--- src/rtl/vdcorput_seq_driver.sv ---
// Request sequencer and (k, result) output FIFO in front of a van der Corput core.
// Issues one request per core ready window and streams captured results downstream.
module vdcorput_seq_driver #(
  parameter int unsigned FIFO_DEPTH = 4,
  parameter int unsigned ADDR_W     = 2,
  parameter logic [31:0] K_START    = 32'd1
) (
  input  logic              clk_i,
  input  logic              rst_n_i,
  input  logic              en_i,
  input  logic              seed_load_i,
  input  logic [31:0]       seed_k_i,
  input  logic [1:0]        base_sel_in_i,
  output logic              core_start_o,
  output logic [31:0]       core_k_o,
  output logic [1:0]        core_base_sel_o,
  input  logic [31:0]       core_result_i,
  input  logic              core_done_i,
  input  logic              core_ready_i,
  output logic              out_valid_o,
  output logic [31:0]       out_data_o,
  output logic [31:0]       out_k_o,
  input  logic              out_ready_i,
  output logic [ADDR_W:0]   fifo_count_o,
  output logic              busy_o
);

  // state | meaning
  // IDLE  | waiting for en, core ready and FIFO space; seed_load accepted here
  // ISSUE | one-cycle start pulse to the core
  // WAIT  | request in flight; core_done pushes the result and bumps k_cnt
  typedef enum logic [1:0] {S_IDLE, S_ISSUE, S_WAIT} state_t;

  localparam logic [ADDR_W:0] DEPTH_C = (ADDR_W + 1)'(FIFO_DEPTH);

  state_t            state_q, state_d;
  logic [31:0]       k_cnt_q, k_cnt_d;
  logic [31:0]       core_k_q, core_k_d;
  logic [1:0]        base_q, base_d;

  logic [31:0]       mem_k_q    [FIFO_DEPTH];
  logic [31:0]       mem_data_q [FIFO_DEPTH];
  logic [ADDR_W-1:0] wr_ptr_q, rd_ptr_q;
  logic [ADDR_W:0]   count_q;
  logic              push, pop;

  always_comb begin
    state_d  = state_q;
    k_cnt_d  = k_cnt_q;
    core_k_d = core_k_q;
    base_d   = base_q;
    push     = 1'b0;
    case (state_q)
      S_IDLE: begin
        if (seed_load_i) begin
          k_cnt_d = seed_k_i;
        end else if (en_i && core_ready_i && (count_q < DEPTH_C)) begin
          // FIFO slot is reserved here, so the later push can never overflow
          state_d  = S_ISSUE;
          core_k_d = k_cnt_q;
          base_d   = base_sel_in_i;
        end
      end
      S_ISSUE: state_d = S_WAIT;
      S_WAIT: begin
        if (core_done_i) begin
          push    = 1'b1;
          k_cnt_d = k_cnt_q + 32'd1;
          state_d = S_IDLE;
        end
      end
      default: state_d = S_IDLE;
    endcase
  end

  always_ff @(posedge clk_i) begin
    if (!rst_n_i) begin
      state_q  <= S_IDLE;
      k_cnt_q  <= K_START;
      core_k_q <= '0;
      base_q   <= '0;
    end else begin
      state_q  <= state_d;
      k_cnt_q  <= k_cnt_d;
      core_k_q <= core_k_d;
      base_q   <= base_d;
    end
  end

  assign pop = (count_q != '0) && out_ready_i;

  always_ff @(posedge clk_i) begin
    if (!rst_n_i) begin
      wr_ptr_q <= '0;
      rd_ptr_q <= '0;
      count_q  <= '0;
    end else begin
      if (push) begin
        mem_k_q[wr_ptr_q]    <= core_k_q;
        mem_data_q[wr_ptr_q] <= core_result_i;
        wr_ptr_q             <= wr_ptr_q + 1'b1;
      end
      if (pop) begin
        rd_ptr_q <= rd_ptr_q + 1'b1;
      end
      case ({push, pop})
        2'b10:   count_q <= count_q + 1'b1;
        2'b01:   count_q <= count_q - 1'b1;
        default: count_q <= count_q;
      endcase
    end
  end

  assign core_start_o    = (state_q == S_ISSUE);
  assign core_k_o        = core_k_q;
  assign core_base_sel_o = base_q;
  assign busy_o          = (state_q != S_IDLE);
  assign out_valid_o     = (count_q != '0);
  assign out_k_o         = mem_k_q[rd_ptr_q];
  assign out_data_o      = mem_data_q[rd_ptr_q];
  assign fifo_count_o    = count_q;

endmodule

--- config.mk ---
export PLATFORM = sky130hd
export DESIGN_NAME = vdcorput_seq_driver
export DESIGN_NICKNAME = d
export VERILOG_FILES = /design/src/rtl/vdcorput_seq_driver.sv
export SDC_FILE = /design/constraint.sdc
export NUM_CORES = 1
export LEC_CHECK = 0
export BUFFER_PORTS_ARGS = -buffer_cell sky130_fd_sc_hd__clkbuf_2
export CAP_MARGIN = 30
export CORE_MARGIN = 1.5
export CORE_UTILIZATION = 35
export DETAILED_ROUTE_END_ITERATION = 16
export GPL_TIMING_DRIVEN = 0
export PLACE_DENSITY = 0.66
export SYNTH_ARGS = -nofsm -noshare
export SYNTH_HDL_FRONTEND = slang
export SYNTH_SLANG_ARGS = --single-unit
--- constraint.sdc ---
create_clock -name clk_i -period 3.4 [get_ports clk_i]
set_input_delay 0.68 -clock clk_i [delete_from_list [all_inputs] [get_ports clk_i]]
set_output_delay 0.68 -clock clk_i [all_outputs]
set_load 0.02 [all_outputs]
[After elaboration in Yosys (flattened, before gate mapping)]
Memories as Yosys holds them, arrays and structs flattened. A register that Yosys moved wholly into a read port is not among the register bits.
Cells that the tools add are included.
Word-level totals
  bits in registers: 75
  output and inout bits: 104
  memories: 2
  memory bits (writable): 256
Memories
  mem_data_q: depth 4, width 32, read ports 1, clocked after Yosys merged registers in 1, write ports 1, line 42  | logic [31:0] mem_data_q [FIFO_DEPTH];
  mem_k_q: depth 4, width 32, read ports 1, clocked after Yosys merged registers in 1, write ports 1, line 41  | logic [31:0] mem_k_q [FIFO_DEPTH];
Operators by class
  muxes and demuxes: 17
  bitwise gates (word level): 1
  $lt $le $gt $ge: 1
  equality and inequality tests: 8
  reduce and logical (&&, ||, !) cells: 11
  $add $sub $neg: 5
Operators with widths (count)
  32-bit two-way mux: 2
  32-bit case mux with 2 select lines: 1
  32-bit by 1-bit adder with 32-bit output, second input constant: 1
  2-bit two-way mux: 7
  3-bit AND reduction: 3
  2-bit != test, second input constant: 4
  2-bit case mux with 3 select lines: 1
  3-bit case mux with 2 select lines: 1
  2-bit nonzero test: 3
  1-bit two-way mux: 5
  2-bit by 1-bit adder with 2-bit output, second input constant: 2
  2-bit by 1-bit == test with 1-bit output, second input constant: 2
  2-bit == test, second input constant: 2
  3-bit by 1-bit adder with 3-bit output, second input constant: 1
  1-bit logical AND: 3
  3-bit < comparator, second input constant: 1
  3-bit nonzero test: 1
  3-bit by 1-bit subtractor with 3-bit output, second input constant: 1
  2-bit logical NOT: 1
  1-bit inverter: 1

[Depth between registers and ports, before layout]
  depth in word-level cells: 5
  gate-level depth with buffers: 11
  gate-level depth less buffers: 9

[Worst setup path before layout]
OpenSTA, ideal clock, no wires.
  path type: input port to flip-flop
  start: in rst_n_i
  end: mem mem_data_q[2][0] (enable)
  library setup time: 0.429 ns
  arrival: 3.059 ns
  cell stages on the path: 4
  setup slack: -0.088 ns
  buffers on the path: 3
  cells stage by stage: clkbuf_1 -> clkbuf_1 -> clkbuf_1 -> and3_1
Between the ends
  word-level cells in the longest chain between the ends: 2
Ends and longest elaborated chain
  from (decl): line 9  | input logic rst_n_i,
  1-bit two-way mux: line 93  | if (!rst_n_i) begin
  1-bit two-way mux (not written as such): line 100  | mem_data_q[wr_ptr_q] <= core_result_i;
  to (decl): line 42
Every way passes these cells.

==> results.md <==
- The startpoint of the lowest-slack register-to-register path is state_q[0]$_SDFFE_PN0P_.
- The total number of vias is a little under 8000.
- At the pin with the least slew margin, the transition time is between 0.7 and 0.8 ns.
- The initial antenna violation count is 2.
- Pin placement for this block handled about 180 I/O pins.
- The critical path's slowest cell is dfxtp_1.
- The via count of the first global-routing pass came to about 8000.
- For this run, the number of standard cells in the final layout without fillers is about 1500.
- The count of input and output buffers is roughly 180.
- The via-per-instance ratio is 5.19.
- Once the floorplan was initialized, standard cells occupied between 30 and 40% of the core.
- The worst setup path is captured at an output pin.
- After synthesis, the netlist uses between 60 and 70 different library cells.
- After floorplanning, the core was divided into 70 placement rows.
- Along the worst path, the maximum fanout reaches 10.
- The number of nets handed over by synthesis was between 800 and 900.
- The fraction of the mapped netlist area in adder cells is less than 1%.
- The reported leakage power is ~5.6 nW.
- The most common flop cell mapped by yosys is edfxtp_1.
- The cell area after placement is approximately 15000 um^2.
- The worst hold path begins at core_result_i[0].
- The worst hold-check path type is in2reg.
- The maximum clock skew at final layout is roughly 0.026 ns.
- Power spread over the standard cell area amounts to between 500 and 600 nW/um^2.
- Setup repair after global routing left no endpoint under its margin.
- The routed wire length is about 32000 um.
- The total half-perimeter wirelength after legalization and detailed placement is 21500 um.
- The clock input transition at the sequential cells of the worst setup and hold paths is around 0.06 ns.
- The category of the critical setup timing path is reg2out.
- Subtracting the final worst setup slack from the clock period gives ~3.2 ns.
- The data arrival time of the critical path is 2.52 ns.
- The overall overflow remaining after global route is 0.
- The first detailed-routing pass ran for 5 iterations.
- Counting flops with an async set or reset pin after synthesis yields a share of 0%.
- The number of failing hold endpoints at the final stage is 0.
- The total of warnings raised by yosys is 0.
- Of the cells placed in the final design, the portion with a size suffix greater than 1 is 30.6%.
- The post-synthesis simple-gate area fraction is between 8 and 9%.
- The area growth from synthesis to final layout is 21.1%.
- The highest clock rate is roughly 310 MHz.
- On the final layout, the worst hold slack is 0.397 ns.
- The area enclosed by the die boundary is just under 40000 um^2.
- The signal on the critical path passes through clkbuf_1 -> mux4_2 -> clkbuf_2.
- The maximum VDD drop is about 0.22 mV.
- Synthesis inferred 333 register bits.
- The maximum number of pins on one net before global-route repair is 55.
- The data required time of the worst path is approximately 2.7 ns.
- The layout has ~3400 filler cells.
- The delay of the slowest critical-path stage is 0.77 ns.
- The hold path endpoint is mem_data_q[0][0]$_DFFE_PP_.
- The part of the cycle the worst path needs is ~94%.
- After floorplanning, the core was sized to cover roughly 37000 um^2.
- The number of buffers and inverters on the critical path is 2.
- Summing all flip-flop and latch instances after layout gives between 9000 and 10000 um^2.
- The worst reg2reg path depth is 6.
- The number of nets in the layout is between 1000 and 1500.
- The aggregate global-route resource usage is 16.9%.
- The clock sink total is ~330.
- The portion of the post-synthesis area used by sequential elements is 70.6%.
- The run finished with clean final reports.
- The number of endpoints failing setup at the final stage is 0.
- The clock tree from TritonCTS is done.
- The number of levels the H-tree was split into is 2.
- After detailed placement, the design holds a cell count of 1466.
- Multiplexer cells account for 11.2% of the synthesized area.
- After synthesis, the largest family of logic cells by area is multiplexers.
- For the worst-skew pair, the clock arrives at the later sink with an insertion delay of 0.52 ns.
- The final total power is slightly below 9 mW.
- Max-cap violations in this run came to 0.
- The average wire per cell in the routed design is about 21 um.
- The final antenna-violating net count is 0.
- The total area of multi-input combinational cells is 3620 um^2.
- The post-synthesis instance area is between 10000 and 15000 um^2.
- The first global-routing pass estimated 49200 um of wire.
- In this run, synthesis inferred 256 flip-flops with an integrated enable.
- The die extent in y is 196 um.
- The terminus of the critical flop-to-flop path is mem_data_q[2][5]$_DFFE_PP_.
- In this run the horizontal extent of the chip is a little under 200 um.
- The detailed router finished its first iteration with 540 violations.
- The number of buffers between clock root and the deepest sink is 3.
- Synthesis produced 819 cells.
- The global placer's final weighted congestion is 0.894.
- Summing the areas of all compound-gate instances in the mapped netlist gives 6.63% of the synthesized area.
- In this design, the largest share of critical-path delay is due to buffers and inverters.
- The library cell used as clock root buffer is clkbuf_16.
- Headroom to the max-slew limit came out at roughly half.
- A synthesized cell averages between 15 and 20 um^2.
- Across all register-to-register paths, the minimum setup slack is 0.59 ns.
- The total count of max-transition violations in the final report is 0.
- Clock tree synthesis inserted a total of 37 buffers.
- Counting instances, the worst hold path has a depth of 1.
- The synthesized netlist devotes less than 1% of its cell area to XOR and XNOR gates.
- The startpoint type of the worst setup path is a register.
- Once layout is done, the placed cells without fillers occupy roughly 16000 um^2.
- The number of DRC violations after detailed routing is 0.
area by class of cell:
| type | count | share of cell area [%] |
|---|---|---|
| diodes | 2 | 0.0316 |
| plain buffers | 46 | 1.36 |
| clock buffers | 45 | 6.10 |
| clock inverters | 18 | 1.31 |
| inverters | 7 | 0.166 |
| multi-input cells | 431 | 22.9 |
| flip-flops and latches | 333 | 58.3 |
| well taps | 468 | 3.70 |
| repair buffers | 179 | 6.22 |
synth_stat cells (12+ instances only):
cell type	count	area share, %
edfxtp_1	256	59
nand4_1	13	0.62
and2_1	12	0.57
mux4_2	64	11
nand2_1	98	2.8
dfxtp_1	77	12
nor2_1	36	1.0
o21ai_0	24	0.92
a21boi_0	37	2.1
nand3_1	18	0.69
clkbuf_1	37	1.1
registers in the layout, summed over array words and instances (netlist names), named ones only:
name / cells
fifo_count_o: 3
mem_k_q: 128
state_q: 2
k_cnt_q: 32
core_k_o: 32
rd_ptr_q: 2
wr_ptr_q: 2
core_base_sel_o: 2
mem_data_q: 128
per-stage QoR:
| stage | utilization (%) | setup TNS (ns) | setup WS (ns) |
|---|---|---|---|
| 3_5_place_dp | 40.0 | -0.478 | -0.0174 |
| 3_3_place_gp | 39.6 | -373.52 | -1.70 |
| 5_1_grt | 43.2 | 0 | 0.0299 |
| 2_1_floorplan | - | 0 | 0.142 |
| 4_1_cts | 43.2 | 0 | 0.0224 |
| 6_report | 43.2 | 0 | 0.197 |
placed cells by master (no fill, tap or decap), types with 13 or more instances in the layout:
cell         n
o21ai_0     24
nand3_1     18
nand4_1     13
clkbuf_1    42
nand2_1     98
edfxtp_1   256
dfxtp_1     76
mux4_2      64
clkbuf_16   37
a21boi_0    37
clkbuf_2   175
nor2_1      36
metal layers:
layer / up-vias / share of wire [%] / GRT usage, %
met2: 317 / 47 / 26.7
li1: 3643 / - / -
met4: 0 / 2.5 / 5.64
met3: 50 / 7.0 / 3.56
met5: - / 0 / 0
met1: 3933 / 44 / 23.3
cell families after synthesis:
logic type / after synthesis
AO/OA/AOI/OAI: 121
XOR/XNOR: 5
adder cells (fa/ha/maj): 7
buffers and inverters: 55
flip-flops: 333
multiplexers: 66
AND/OR/NAND/NOR: 232
worst max path at each step:
stage	start	end	slack, ns	cells after the start
finish	register	out_k_o[4]	0.20	3
global route	register	out_k_o[4]	0.03	3
CTS	register	out_k_o[4]	0.02	3
detailed placement	rst_n_i	mem_data_q[2][16]$_DFFE_PP_	-0.02	5
global placement	core_done_i	mem_data_q[3][19]$_DFFE_PP_	-1.70	5
floorplan	core_done_i	mem_data_q[0][0]$_DFFE_PP_	0.14	4
power breakdown:
group | switching, mW | total, mW | internal [mW]
clock | 1.55 | 3.88 | 2.33
combinational | 0.217 | 0.362 | 0.144
sequential | 0.0626 | 4.46 | 4.40
total | 1.83 | 8.70 | 6.87
repair_timing:
| item | in CTS | in global routing |
|---|---|---|
| hold buffers | 0 | 0 |
| resized for setup | 0 | 1 |
| endpoints found under the setup margin | 60 | 2 |
| buffers inserted | 0 | 0 |
Power figures use the tool's default switching activity.
